## src/rtl/skip_pacer.sv

```systemverilog
// skip_pacer: programmable tick divider plus tick-aligned select/mask commit for the skip ring (optional SKIP_PACER_SCLK_EN adds the oSCLK square wave)
module skip_pacer #(
    parameter int LEN = 16,
    parameter int DIVW = 32,
    parameter logic [LEN-1:0] defSEL = LEN'(1),
    parameter logic [LEN-1:0] defMASK = LEN'(16'b1100110011001100)
) (
    input  logic            iCLK,
    input  logic            iRST_N,
    input  logic            iRUN,
    input  logic [DIVW-1:0] iDIV,
    input  logic [LEN-1:0]  iSEL,
    input  logic [LEN-1:0]  iMASK,
    input  logic            iVALID,
    output logic            oREADY,
    output logic            oTICK,
    output logic            oE,
    output logic [LEN-1:0]  oSEL,
    output logic [LEN-1:0]  oMASK,
    output logic            oRST,
    output logic            oSCLK
);
    typedef enum logic [1:0] {IDLE, PEND, COMMIT} state_t;

    state_t state, state_nx;
    logic [DIVW-1:0] cnt, div_q;
    logic [LEN-1:0] shadow_sel, shadow_mask;
    logic wrap;

    assign wrap = iRUN && (cnt == div_q);
    assign oREADY = (state == IDLE);
    assign oRST = (state == COMMIT);

    // divider: count to the latched terminal, reload terminal only at wrap
    always_ff @(posedge iCLK or negedge iRST_N)
        if (!iRST_N) begin
            cnt <= '0;
            div_q <= '0;
            oTICK <= 1'b0;
            oE <= 1'b0;
        end else begin
            cnt <= wrap ? '0 : (iRUN ? cnt + DIVW'(1) : cnt);
            div_q <= wrap ? iDIV : div_q;
            oTICK <= wrap;
            oE <= iRUN;
        end

    // pattern FSM state register
    always_ff @(posedge iCLK or negedge iRST_N)
        if (!iRST_N)
            state <= IDLE;
        else
            state <= state_nx;

    // accept in IDLE, wait for a wrap in PEND, hold ring reset for one cycle in COMMIT
    always_comb begin
        state_nx = state;
        unique case (state)
            IDLE:    if (iVALID) state_nx = PEND;
            PEND:    if (wrap) state_nx = COMMIT;
            default: state_nx = IDLE;
        endcase
    end

    // shadow capture on handshake; committed pattern updated on the wrap that leaves PEND
    always_ff @(posedge iCLK or negedge iRST_N)
        if (!iRST_N) begin
            shadow_sel <= defSEL;
            shadow_mask <= defMASK;
            oSEL <= defSEL;
            oMASK <= defMASK;
        end else begin
            if (iVALID && state == IDLE) begin
                shadow_sel <= iSEL;
                shadow_mask <= iMASK;
            end
            if (state == PEND && wrap) begin
                oSEL <= (shadow_sel == '0) ? defSEL : shadow_sel;
                oMASK <= shadow_mask;
            end
        end

`ifdef SKIP_PACER_SCLK_EN
    // square-wave tick clock: toggle on every wrap
    always_ff @(posedge iCLK or negedge iRST_N)
        if (!iRST_N)
            oSCLK <= 1'b0;
        else if (wrap)
            oSCLK <= ~oSCLK;
`else
    assign oSCLK = 1'b0;
`endif
endmodule
```

## config.mk

```make
export PLATFORM = sky130hd
export DESIGN_NAME = skip_pacer
export DESIGN_NICKNAME = d
export VERILOG_FILES = /design/src/rtl/skip_pacer.sv
export SDC_FILE = /design/constraint.sdc
export NUM_CORES = 1
export LEC_CHECK = 0
export ABC_AREA = 1
export ABC_CLOCK_PERIOD_IN_PS = 2000
export BUFFER_PORTS_ARGS = -buffer_cell sky130_fd_sc_hd__buf_2
export CORE_MARGIN = 2
export CORE_UTILIZATION = 57
export DETAILED_ROUTE_END_ITERATION = 8
export PLACE_DENSITY_LB_ADDON = 0.2
export SLEW_MARGIN = 20
export SYNTH_ARGS = -nofsm -noshare
export SYNTH_HDL_FRONTEND = slang
export SYNTH_SLANG_ARGS = --single-unit
```

## constraint.sdc

```tcl
create_clock -name iCLK -period 2 [get_ports iCLK]
set_clock_uncertainty 0.1 [all_clocks]
set_input_delay 0 -clock iCLK [delete_from_list [all_inputs] [get_ports iCLK]]
set_output_delay 0 -clock iCLK [all_outputs]
set_load 0.005 [all_outputs]
```

## Word-level counts from Yosys, hierarchy flattened

Cells that the tools add are included.

| operators by class | value |
|---|---|
| add/subtract/negate cells | 1 |
| eq/ne operators | 5 |
| mux-type cells | 6 |
| reductions and logical operators | 7 |

Operators with widths:

| cell | number |
|---|---|
| two-way mux 32 bit | 2 |
| adder 32 x 1 -> 32 bit, second input constant | 1 |
| == test 32 bit | 1 |
| logical NOT 16 bit | 1 |
| two-way mux 16 bit | 1 |
| two-way mux 2 bit | 2 |
| inequality test 2 bit, second input constant | 2 |
| one-hot mux 2 bit (2 select lines) | 1 |
| logical AND 1 bit | 3 |
| == test 2 x 1 -> 1 bit, second input constant | 1 |
| == test 2 bit, second input constant | 1 |
| logical NOT 2 bit | 1 |
| AND reduction 2 bit | 1 |
| nonzero test 2 bit | 1 |

| word-level totals | value |
|---|---|
| bits in registers | 132 |
| output and inout port bits | 37 |

## Longest topological paths before layout

Gate-level depths: netlist (run 1).

| logic depth | value |
|---|---|
| depth in word-level cells | 4 |
| depth in mapped cells | 12 |
| depth with buffers taken out | 11 |

## Worst setup path before layout (run 1)

OpenSTA, ideal clock, no wires.

| timing path | value |
|---|---|
| kind | register to register |
| start point | register cnt[0] |
| end point | register cnt[26] |
| arrival | 1,451 ps |
| data required time | 1,782 ps |
| slack | 331 ps |
| stages on the path, launching flop included | 11 |
| period minus slack after synthesis | 1,669 ps |
| path through | dfrtp_1 ha_1 nand2_1 nor2_1 nand2_1 nor2_4 nand2_1 nor2_2 nand2_1 xor2_1 nor2_1 |

| on the way | value |
|---|---|
| longest elaborated chain between the ends | 3 |
| elaborated cells between the ends (all ways) | 6 |

Ends and longest elaborated chain:

| what | RTL line | text |
|---|---|---|
| start: declaration | 26 | `logic [DIVW-1:0] cnt, div_q;` |
| start signal: assignment | 42 | `cnt <= wrap ? '0 : (iRUN ? cnt + DIVW'(1) : cnt);` |
| adder 32 x 1 -> 32 bit or == test 32 bit (tied branches) | 42, 30 |  |
| two-way mux 32 bit or logical AND 1 bit (tied branches) | 42, 30 |  |
| two-way mux 32 bit or nonzero test 2 bit (tied branches) | n/a |  |

Several ways; a longest one is shown, not always the timed one. The select of a mux whose other input is x is not followed.
A chain may end at the register's enable or synchronous reset.

## Final worst setup path (run 1)

| timing path | value |
|---|---|
| start point | register cnt[14] |
| end point | register oMASK[8] |

| on the way | value |
|---|---|
| longest elaborated chain between the ends | 3 |

Ends and longest elaborated chain:

| what | RTL line | text |
|---|---|---|
| == test 32 bit | 30 | `assign wrap = iRUN && (cnt == div_q);` |
| logical AND 1 bit | 30 |  |
| logical AND 1 bit | 77 | `if (state == PEND && wrap) begin` |
| end signal: assignment | 71 | `oMASK <= defMASK;` |
| end signal: assignment | 79 | `oMASK <= shadow_mask;` |
| end: declaration | 19 | `output logic [LEN-1:0] oMASK,` |

Every way passes these cells.

==> results of run 1 <==
[logic make-up after synthesis]
kind of cell / after synthesis / synth area share
other: 1 / 0.000547
adders and majority gates: 1 / 0.00183
buffers and inverters: 112 / 0.0756
and+or+nand+nor: 542 / 0.343
xor gates and xnor gates: 29 / 0.0382
AOI/OAI and AO/OA: 6 / 0.00475
muxes: 31 / 0.0509
DFF: 132 / 0.485
[layer usage]
| layer | vias to the layer above | track usage |
|---|---|---|
| met5 | - | 0 |
| li1 | 3143 | - |
| met1 | 3148 | 0.370 |
| met4 | 0 | 0.154 |
| met3 | 65 | 0.0547 |
| met2 | 337 | 0.529 |
[where the power goes]
group          switching [mW]  leakage (nW)  total [mW]  internal, mW
logic                   0.510          2.91        1.03         0.522
registers               0.273          1.64        3.30          3.03
clock network            1.14         0.294        3.19          2.06
[worst max-delay path: stages, from the launching register on]
cell	delay (ns)
dfrtp_1	0.44
nand2_2	0.14
inv_1	0.05
nor2_1	0.15
nand4_1	0.17
nor2_4	0.20
buf_4	0.23
nand3_4	0.20
nand2_2	0.14
nand2_1	0.08
[path summary, 6_finish.rpt]
path	start	end	slack [ns]
max	cnt[14]	oMASK[8]	-0.02
min	iRST_N	oMASK[8]	0.003
max reg2reg	cnt[14]	oMASK[8]	-0.02
min reg2reg	oMASK[11]	oMASK[11]	0.37
max in group asynchronous	iRST_N	shadow_mask[7]	1.12
min in group iCLK	iDIV[31]	div_q[31]	0.24
[layout make-up]
cell class                 count  area [um^2]
sequential                   132         3330
multi-input combinational    613         3210
fill                         784         2470
timing repair buffer         215         1730
clock buffer                  24          482
inverter                      83          324
tap                          147          184
clock inverter                 8          125
[cell usage after synthesis (2+ instances only)]
| cell | count | area [um^2] |
|---|---|---|
| and2_1 | 2 | 12.5 |
| xnor2_1 | 6 | 52.6 |
| nor2_4 | 4 | 45.0 |
| clkbuf_1 | 5 | 18.8 |
| dfrtp_1 | 114 | 2850 |
| or2_2 | 4 | 25.0 |
| nor2_2 | 5 | 31.3 |
| nor3_1 | 9 | 45.0 |
| nand3_1 | 61 | 305 |
| nand2_2 | 2 | 12.5 |
| buf_2 | 9 | 45.0 |
| nand2_1 | 299 | 1120 |
| mux2_2 | 31 | 349 |
| dfstp_2 | 18 | 473 |
| nor2_1 | 101 | 379 |
| inv_2 | 11 | 41.3 |
| a21oi_1 | 3 | 15.0 |
| nand4_1 | 48 | 300 |
| o21ai_0 | 2 | 10.0 |
| buf_6 | 8 | 90.1 |
| nand3b_1 | 2 | 15.0 |
| xor2_1 | 22 | 193 |
| inv_1 | 71 | 267 |
| buf_4 | 7 | 52.6 |
[sequential cells by signal, indices dropped and copies added (netlist names)]
register     cells
cnt             32
div_q           32
oMASK           16
oSEL            16
shadow_mask     16
shadow_sel      16
state            2
oE               1
oTICK            1
[metrics by stage]
| step | cell area, um^2 | utilization |
|---|---|---|
| after detailed placement | 7610 | 0.641 |
| after CTS | 8920 | 0.752 |
| after global placement | 7610 | 0.641 |
| after floorplan | 6850 | - |
| after global routing | 9390 | 0.791 |
| final | 9390 | 0.791 |
[repair_timing]
action,CTS,global route
pin swaps,3,19
setup buffers,0,19
hold buffers,67,0
hold endpoints to repair,195,0
gates resized for setup,6,52
cloned,1,7
setup endpoints to repair,35,89
==> impl_results.html, run 1 <==
<table>
<tr><th>Metric</th><th>Value</th></tr>
<tr><th colspan="2">STA</th></tr>
<tr><td>Pins over their slew limit</td><td>0</td></tr>
<tr><td>Max frequency</td><td>a little under 500 MHz</td></tr>
<tr><td>Final Hold Vio Count</td><td>0</td></tr>
<tr><td>Setup-failing EPs final</td><td>1</td></tr>
<tr><td>Setup repair after global routing missed its margin</td><td>yes</td></tr>
<tr><td>Post-layout minimum cycle time</td><td>roughly 2 ns</td></tr>
<tr><td>Post-route fraction of the period consumed by the critical path</td><td>1.01</td></tr>
<tr><td>Post-route setup slack</td><td>-0.0212 ns</td></tr>
<tr><td>Summed negative setup slack over all endpoints</td><td>-0.0212 ns</td></tr>
<tr><td>Worst Hold Margin</td><td>between 0.003 and 0.004 ns</td></tr>
<tr><td>Worst rel slew slack</td><td>0.645</td></tr>
<tr><td>Worst-margin pin slew</td><td>approximately 0.53 ns</td></tr>
<tr><th colspan="2">Floorplanning</th></tr>
<tr><td>Width of the chip</td><td>114 um</td></tr>
<tr><td>Core area</td><td>approximately 12000 um^2</td></tr>
<tr><td>Die area</td><td>around 13000 um^2</td></tr>
<tr><td>Initial standard-cell utilization of the core</td><td>0.578</td></tr>
<tr><td>Y dimension of the die</td><td>approximately 110 um</td></tr>
<tr><td>Number of rows in the core area</td><td>40</td></tr>
<tr><td>I/O Pins</td><td>roughly 110</td></tr>
<tr><th colspan="2">Status</th></tr>
<tr><td>Violated checks</td><td>setup timing</td></tr>
<tr><td>Run status</td><td>complete, but fails checks</td></tr>
<tr><th colspan="2">Worst hold path</th></tr>
<tr><td>Class of the tightest hold or removal check</td><td>in -&gt; async</td></tr>
<tr><th colspan="2">Final layout</th></tr>
<tr><td>Number of inserted diodes</td><td>0</td></tr>
<tr><td>Most frequent standard cell in the layout excluding fill and tap cells</td><td>nand2_1</td></tr>
<tr><td>Commonest cells after routing, fill and taps aside</td><td>278 x nand2_1, 110 x dfrtp_1, 102 x buf_2, 91 x nor2_1, 70 x inv_1</td></tr>
<tr><td>Final Net Count</td><td>~1100</td></tr>
<tr><td>Synth-to-Final Area Change</td><td>37.0%</td></tr>
<tr><td>Non-filler cells, final</td><td>roughly 1200</td></tr>
<tr><td>Layout cells sized above 1</td><td>0.279</td></tr>
<tr><th colspan="2">Logic synthesis</th></tr>
<tr><td>Distinct cells, synth</td><td>34</td></tr>
<tr><td>Gate Count Post-Synth</td><td>854</td></tr>
<tr><td>Syn nets</td><td>~920</td></tr>
<tr><td>Post-synthesis sequential area ratio</td><td>0.485</td></tr>
<tr><td>Number of enable flip-flop cells after synthesis</td><td>0</td></tr>
<tr><td>Mean Syn Cell Area</td><td>approximately 8 um^2</td></tr>
<tr><td>Netlist area before placement</td><td>approximately 6900 um^2</td></tr>
<tr><td>Count of warnings emitted by yosys</td><td>0</td></tr>
<tr><td>Number of synthesized register bits</td><td>132</td></tr>
<tr><td>Dominant synthesized flop cell</td><td>dfrtp_1</td></tr>
<tr><td>FFs w/ async S/R, synth</td><td>1.00</td></tr>
<tr><th colspan="2">Place</th></tr>
<tr><td>Placed cell count</td><td>between 1000 and 1500</td></tr>
<tr><td>IO Port Bufs</td><td>103</td></tr>
<tr><td>DP HPWL</td><td>between 10000 and 15000 um</td></tr>
<tr><td>Final GP Congestion</td><td>0.975</td></tr>
<tr><td>Worst slack at placement</td><td>-0.0744 ns</td></tr>
<tr><th colspan="2">Setup path</th></tr>
<tr><td>Startpoint types</td><td>register</td></tr>
<tr><td>Number of cell instances on the worst register-to-register path</td><td>9</td></tr>
<tr><td>Arr. time, crit path</td><td>2.22 ns</td></tr>
<tr><td>CP Capture Type</td><td>register</td></tr>
<tr><td>Worst-path maximum fanout</td><td>8</td></tr>
<tr><td>Required time of the worst setup path</td><td>2.20 ns</td></tr>
<tr><td>Type of the worst setup path</td><td>reg -&gt; reg</td></tr>
<tr><th colspan="2">Global route</th></tr>
<tr><td>Tot GR Track Use</td><td>0.306</td></tr>
<tr><td>Total grt overflow</td><td>0</td></tr>
<tr><td>Largest net degree at the start of global routing</td><td>around 50</td></tr>
<tr><td>First-pass GRT wire length</td><td>30700 um</td></tr>
<tr><td>Vias in the first global route</td><td>around 6400</td></tr>
<tr><td>Number of antenna violations at the first check in global routing</td><td>0</td></tr>
<tr><th colspan="2">Job</th></tr>
<tr><td>Maximum capacitance violations</td><td>0</td></tr>
<tr><th colspan="2">CTS</th></tr>
<tr><td>Root Driver</td><td>clkbuf_16</td></tr>
<tr><td>TritonCTS clock tree</td><td>yes</td></tr>
<tr><td>Max clock buf depth</td><td>2</td></tr>
<tr><td>Count of clock tree sinks</td><td>132</td></tr>
<tr><td>Number of buffers inserted during clock tree synthesis</td><td>17</td></tr>
<tr><td>Clock transition time at the flip-flop clock pins of the worst setup and hold paths</td><td>about 0.06 ns</td></tr>
<tr><td>Clock latency reported for the late side of the worst-skew pair</td><td>around 0.42 ns</td></tr>
<tr><td>H-tree depth reported by CTS</td><td>4</td></tr>
<tr><th colspan="2">Routing</th></tr>
<tr><td>Wire length on met3</td><td>~1400 um</td></tr>
<tr><td>Vias per std cell</td><td>5.48</td></tr>
<tr><td>Antenna-violating nets left</td><td>0</td></tr>
<tr><td>Post-detailed-route wirelength per cell</td><td>about 17 um</td></tr>
<tr><td>Met2 wire len</td><td>10600 um</td></tr>
<tr><td>Count of vias placed by the detailed router</td><td>approximately 6700</td></tr>
<tr><td>Routed wire length</td><td>20800 um</td></tr>
<tr><td>Number of violations reported at the end of detailed-routing iteration 0</td><td>about 770</td></tr>
<tr><td>Wl on met1</td><td>a little over 8000 um</td></tr>
<tr><td>Uppermost metal layer occupied by signal nets</td><td>met4</td></tr>
<tr><td>First-pass iteration count of the detailed router</td><td>5</td></tr>
<tr><td>Post-detailed-route DRC marker count</td><td>0</td></tr>
<tr><th colspan="2">Power</th></tr>
<tr><td>Leak pwr</td><td>between 4 and 5 nW</td></tr>
<tr><td>Power Density</td><td>about 800 nW/um^2</td></tr>
<tr><td>Maximum VDD drop</td><td>roughly 530 uV</td></tr>
<tr><td>Design Power</td><td>between 7 and 8 mW</td></tr>
</table>
Note: power is estimated with default switching activity, not from simulation.
==> run 2: changes to the inputs <==
- ABC_CLOCK_PERIOD_IN_PS: 2000 -> 2500
- clock period: 2 -> 2.5 ns (I/O delays scaled with it)
==> run 2 against run 1 <==
Against the previous run: the flow now finishes without violations; sequential power shrank 21%; critical path depth shrank 1; combinational power shrank 26%; via count shrank 6.8%; flip-flop and latch count is the same; power shrank 23%; utilization shrank 6.0 points; fmax shrank 3.7%; sequential share of layout area grew 2.8 points; die area is the same; clock power shrank 24%; first-iteration DRC count shrank 18%; largest power group unchanged.
==> impl_results.html, run 2 (same netlist as run 1, synthesis figures left out) <==
<table>
<tr><th>Metric</th><th>Value</th></tr>
<tr><th colspan="2">Routing</th></tr>
<tr><td>Number of violations reported at the end of detailed-routing iteration 0</td><td>628 (was 768)</td></tr>
<tr><td>Count of vias placed by the detailed router</td><td>6241 (was 6693)</td></tr>
<tr><td>Post-detailed-route DRC marker count</td><td>0 (unchanged)</td></tr>
<tr><td>Antenna-violating nets left</td><td>0 (unchanged)</td></tr>
<tr><td>Vias per std cell</td><td>5.28 (was 5.48)</td></tr>
<tr><td>Post-detailed-route wirelength per cell</td><td>15.2 um (was 17.0 um)</td></tr>
<tr><td>First-pass iteration count of the detailed router</td><td>5 (unchanged)</td></tr>
<tr><td>Routed wire length</td><td>17900 um (was 20800 um)</td></tr>
<tr><th colspan="2">CTS</th></tr>
<tr><td>Count of clock tree sinks</td><td>132 (unchanged)</td></tr>
<tr><td>Number of gates given a new drive strength after cts</td><td>0 (was 6)</td></tr>
<tr><td>H-tree depth reported by CTS</td><td>4 (unchanged)</td></tr>
<tr><td>TritonCTS clock tree</td><td>yes (unchanged)</td></tr>
<tr><td>Clock transition time at the flip-flop clock pins of the worst setup and hold paths</td><td>0.06 ns (about the same)</td></tr>
<tr><td>Clock latency reported for the late side of the worst-skew pair</td><td>0.42 ns (about the same)</td></tr>
<tr><td>Max clock buf depth</td><td>2 (unchanged)</td></tr>
<tr><td>Quantity of hold-fixing buffers added after cts</td><td>66 (was 67)</td></tr>
<tr><td>Number of buffers inserted during clock tree synthesis</td><td>17 (unchanged)</td></tr>
<tr><td>Root Driver</td><td>clkbuf_16 (unchanged)</td></tr>
<tr><td>Postcts setup bufs</td><td>0 (unchanged)</td></tr>
<tr><th colspan="2">Global route</th></tr>
<tr><td>Vias in the first global route</td><td>6249 (was 6411)</td></tr>
<tr><td>Tot GR Track Use</td><td>0.297 (was 0.306)</td></tr>
<tr><td>Largest net degree at the start of global routing</td><td>65 (was 49)</td></tr>
<tr><td>Number of antenna violations at the first check in global routing</td><td>0 (unchanged)</td></tr>
<tr><td>First-pass GRT wire length</td><td>29900 um (was 30700 um)</td></tr>
<tr><td>Total grt overflow</td><td>0 (unchanged)</td></tr>
<tr><th colspan="2">Final layout</th></tr>
<tr><td>Commonest cells after routing, fill and taps aside</td><td>299 x nand2_1, 114 x dfrtp_1, 102 x buf_2, 101 x nor2_1, 71 x inv_1 (was 278 x nand2_1, 110 x dfrtp_1, 102 x buf_2, 91 x nor2_1, 70 x inv_1)</td></tr>
<tr><td>Top flop regs</td><td>cnt x32, div_q x32 (unchanged)</td></tr>
<tr><td>Most frequent standard cell in the layout excluding fill and tap cells</td><td>nand2_1 (unchanged)</td></tr>
<tr><td>Design area</td><td>8680 um^2 (was 9390 um^2)</td></tr>
<tr><td>Number of inserted diodes</td><td>0 (unchanged)</td></tr>
<tr><td>Final Net Count</td><td>1092 (was 1131)</td></tr>
<tr><td>Synth-to-Final Area Change</td><td>26.7% (was 37.0%)</td></tr>
<tr><td>Layout cells sized above 1</td><td>0.213 (was 0.279)</td></tr>
<tr><th colspan="2">STA</th></tr>
<tr><td>Max frequency</td><td>476 MHz (was 495 MHz)</td></tr>
<tr><td>Summed negative setup slack over all endpoints</td><td>0 ns (was -0.0212 ns)</td></tr>
<tr><td>Post-layout minimum cycle time</td><td>2.10 ns (was 2.02 ns)</td></tr>
<tr><td>Worst rel slew slack</td><td>0.467 (was 0.645)</td></tr>
<tr><td>Setup-failing EPs final</td><td>0 (was 1)</td></tr>
<tr><td>Post-route fraction of the period consumed by the critical path</td><td>0.840 (was 1.01)</td></tr>
<tr><td>Worst-margin pin slew</td><td>0.800 ns (was 0.532 ns)</td></tr>
<tr><td>Setup repair after global routing missed its margin</td><td>no (was yes)</td></tr>
<tr><td>Pins over their slew limit</td><td>0 (unchanged)</td></tr>
<tr><td>Final Hold Vio Count</td><td>0 (unchanged)</td></tr>
<tr><th colspan="2">Place</th></tr>
<tr><td>Final GP Congestion</td><td>0.950 (was 0.975)</td></tr>
<tr><td>Placed Area</td><td>7440 um^2 (was 7610 um^2)</td></tr>
<tr><td>DP HPWL</td><td>11900 um (was 12100 um)</td></tr>
<tr><td>IO Port Bufs</td><td>103 (unchanged)</td></tr>
<tr><th colspan="2">Job</th></tr>
<tr><td>Maximum capacitance violations</td><td>0 (unchanged)</td></tr>
<tr><th colspan="2">Power</th></tr>
<tr><td>Design Power</td><td>5.82 mW (was 7.53 mW)</td></tr>
<tr><td>Power Density</td><td>670 nW/um^2 (was 802 nW/um^2)</td></tr>
<tr><td>Leak pwr</td><td>4.57 nW (was 4.85 nW)</td></tr>
<tr><td>Maximum VDD drop</td><td>563 uV (was 533 uV)</td></tr>
<tr><th colspan="2">Floorplanning</th></tr>
<tr><td>I/O Pins</td><td>105 (unchanged)</td></tr>
<tr><td>Core area</td><td>11900 um^2 (unchanged)</td></tr>
<tr><td>Initial standard-cell utilization of the core</td><td>0.578 (unchanged)</td></tr>
<tr><td>Y dimension of the die</td><td>114 um (unchanged)</td></tr>
<tr><td>Width of the chip</td><td>114 um (unchanged)</td></tr>
<tr><td>Die area</td><td>12900 um^2 (unchanged)</td></tr>
<tr><td>Number of rows in the core area</td><td>40 (unchanged)</td></tr>
<tr><th colspan="2">Setup path</th></tr>
<tr><td>Last element of the critical path</td><td>cnt[31] (was oMASK[8])</td></tr>
<tr><td>Slack of the worst reg-to-reg path</td><td>0.40 ns (was -0.02 ns)</td></tr>
<tr><td>CP startpoint</td><td>cnt[22] (was cnt[14])</td></tr>
<tr><td>CP Capture Type</td><td>register (unchanged)</td></tr>
<tr><td>Required time of the worst setup path</td><td>2.68 ns (was 2.20 ns)</td></tr>
<tr><td>Number of cell instances on the worst register-to-register path</td><td>8 (was 9)</td></tr>
<tr><td>Worst flop-to-flop path startpoint</td><td>cnt[22] (was cnt[14])</td></tr>
<tr><td>Startpoint types</td><td>register (unchanged)</td></tr>
<tr><td>Worst-path maximum fanout</td><td>21 (was 8)</td></tr>
<tr><td>Reg-to-reg critical path endpoint</td><td>cnt[31] (was oMASK[8])</td></tr>
<tr><td>Arr. time, crit path</td><td>2.28 ns (was 2.22 ns)</td></tr>
<tr><td>Type of the worst setup path</td><td>reg -&gt; reg (unchanged)</td></tr>
<tr><th colspan="2">Status</th></tr>
<tr><td>Run status</td><td>completed (was complete, but fails checks)</td></tr>
<tr><th colspan="2">Worst hold path</th></tr>
<tr><td>Class of the tightest hold or removal check</td><td>in -&gt; async (unchanged)</td></tr>
</table>
## run 2: changes by cell type in the layout (fill, tap and decap cells not counted), sizes merged
cell | previous run | this run
nand3 | 66 | 63
clkbuf | 28 | 24
buf | 144 | 113
bufinv | 3 | 2
dlygate4sd3 | 67 | 66
clkinvlp | 1 | 3
inv | 81 | 83
clkinv | 6 | 3
## run 2: critical path, stage by stage (launching register included)
cell	delay, ns
dfrtp_1	0.44
xnor2_1	0.31
nand2_1	0.10
nor2_1	0.12
nand2_1	0.10
nor2_4	0.18
nand2_2	0.13
inv_2	0.35
nor2_1	0.10
## run 2: final cells by class
| cell class | instances | area [um^2] |
|---|---|---|
| repair buffers | 179 | 1270 |
| multi-input cells | 610 | 3010 |
| flip-flops and latches | 132 | 3330 |
| inverters | 83 | 312 |
| well taps | 147 | 184 |
| clock inverters | 8 | 101 |
| clock buffers | 24 | 482 |
| fillers | 884 | 3180 |
## run 2: where the power goes
group	switching (mW)	total (mW)	internal [mW]
combinational	0.378	0.765	0.387
sequential	0.196	2.62	2.42
clock	0.889	2.43	1.54
total	1.46	5.82	4.36
## run 2: layer usage
metal,vias up,part of all wire,GRT usage
met5,-,0,0
met4,0,0.021,0.107
met3,34,0.051,0.0600
met2,208,0.51,0.529
met1,2951,0.42,0.359
li1,3048,-,-
## run 2: worst min-delay path by stage
stage | to | slack, ns | cells past startpoint
5_1_grt | shadow_mask[5] | 0.19 | 2
4_1_cts | oMASK[4] | 0.13 | 2
2_1_floorplan | cnt[0] | -0.40 | 0
6_report | oMASK[4] | 0.11 | 2
3_3_place_gp | shadow_mask[4] | 0.04 | 1
3_5_place_dp | oMASK[4] | 0.03 | 1
## run 2: stage by stage
step | setup WS, ns | cells | util | hold WS, ns
floorplan | 0.831 | 854 | - | -0.396
detailed placement | 0.443 | 1085 | 0.627 | 0.0334
global route | 0.217 | 1183 | 0.732 | 0.186
global placement | 0.433 | 1085 | 0.627 | 0.0440
CTS | 0.428 | 1183 | 0.732 | 0.131
finish | 0.401 | 1183 | 0.732 | 0.114
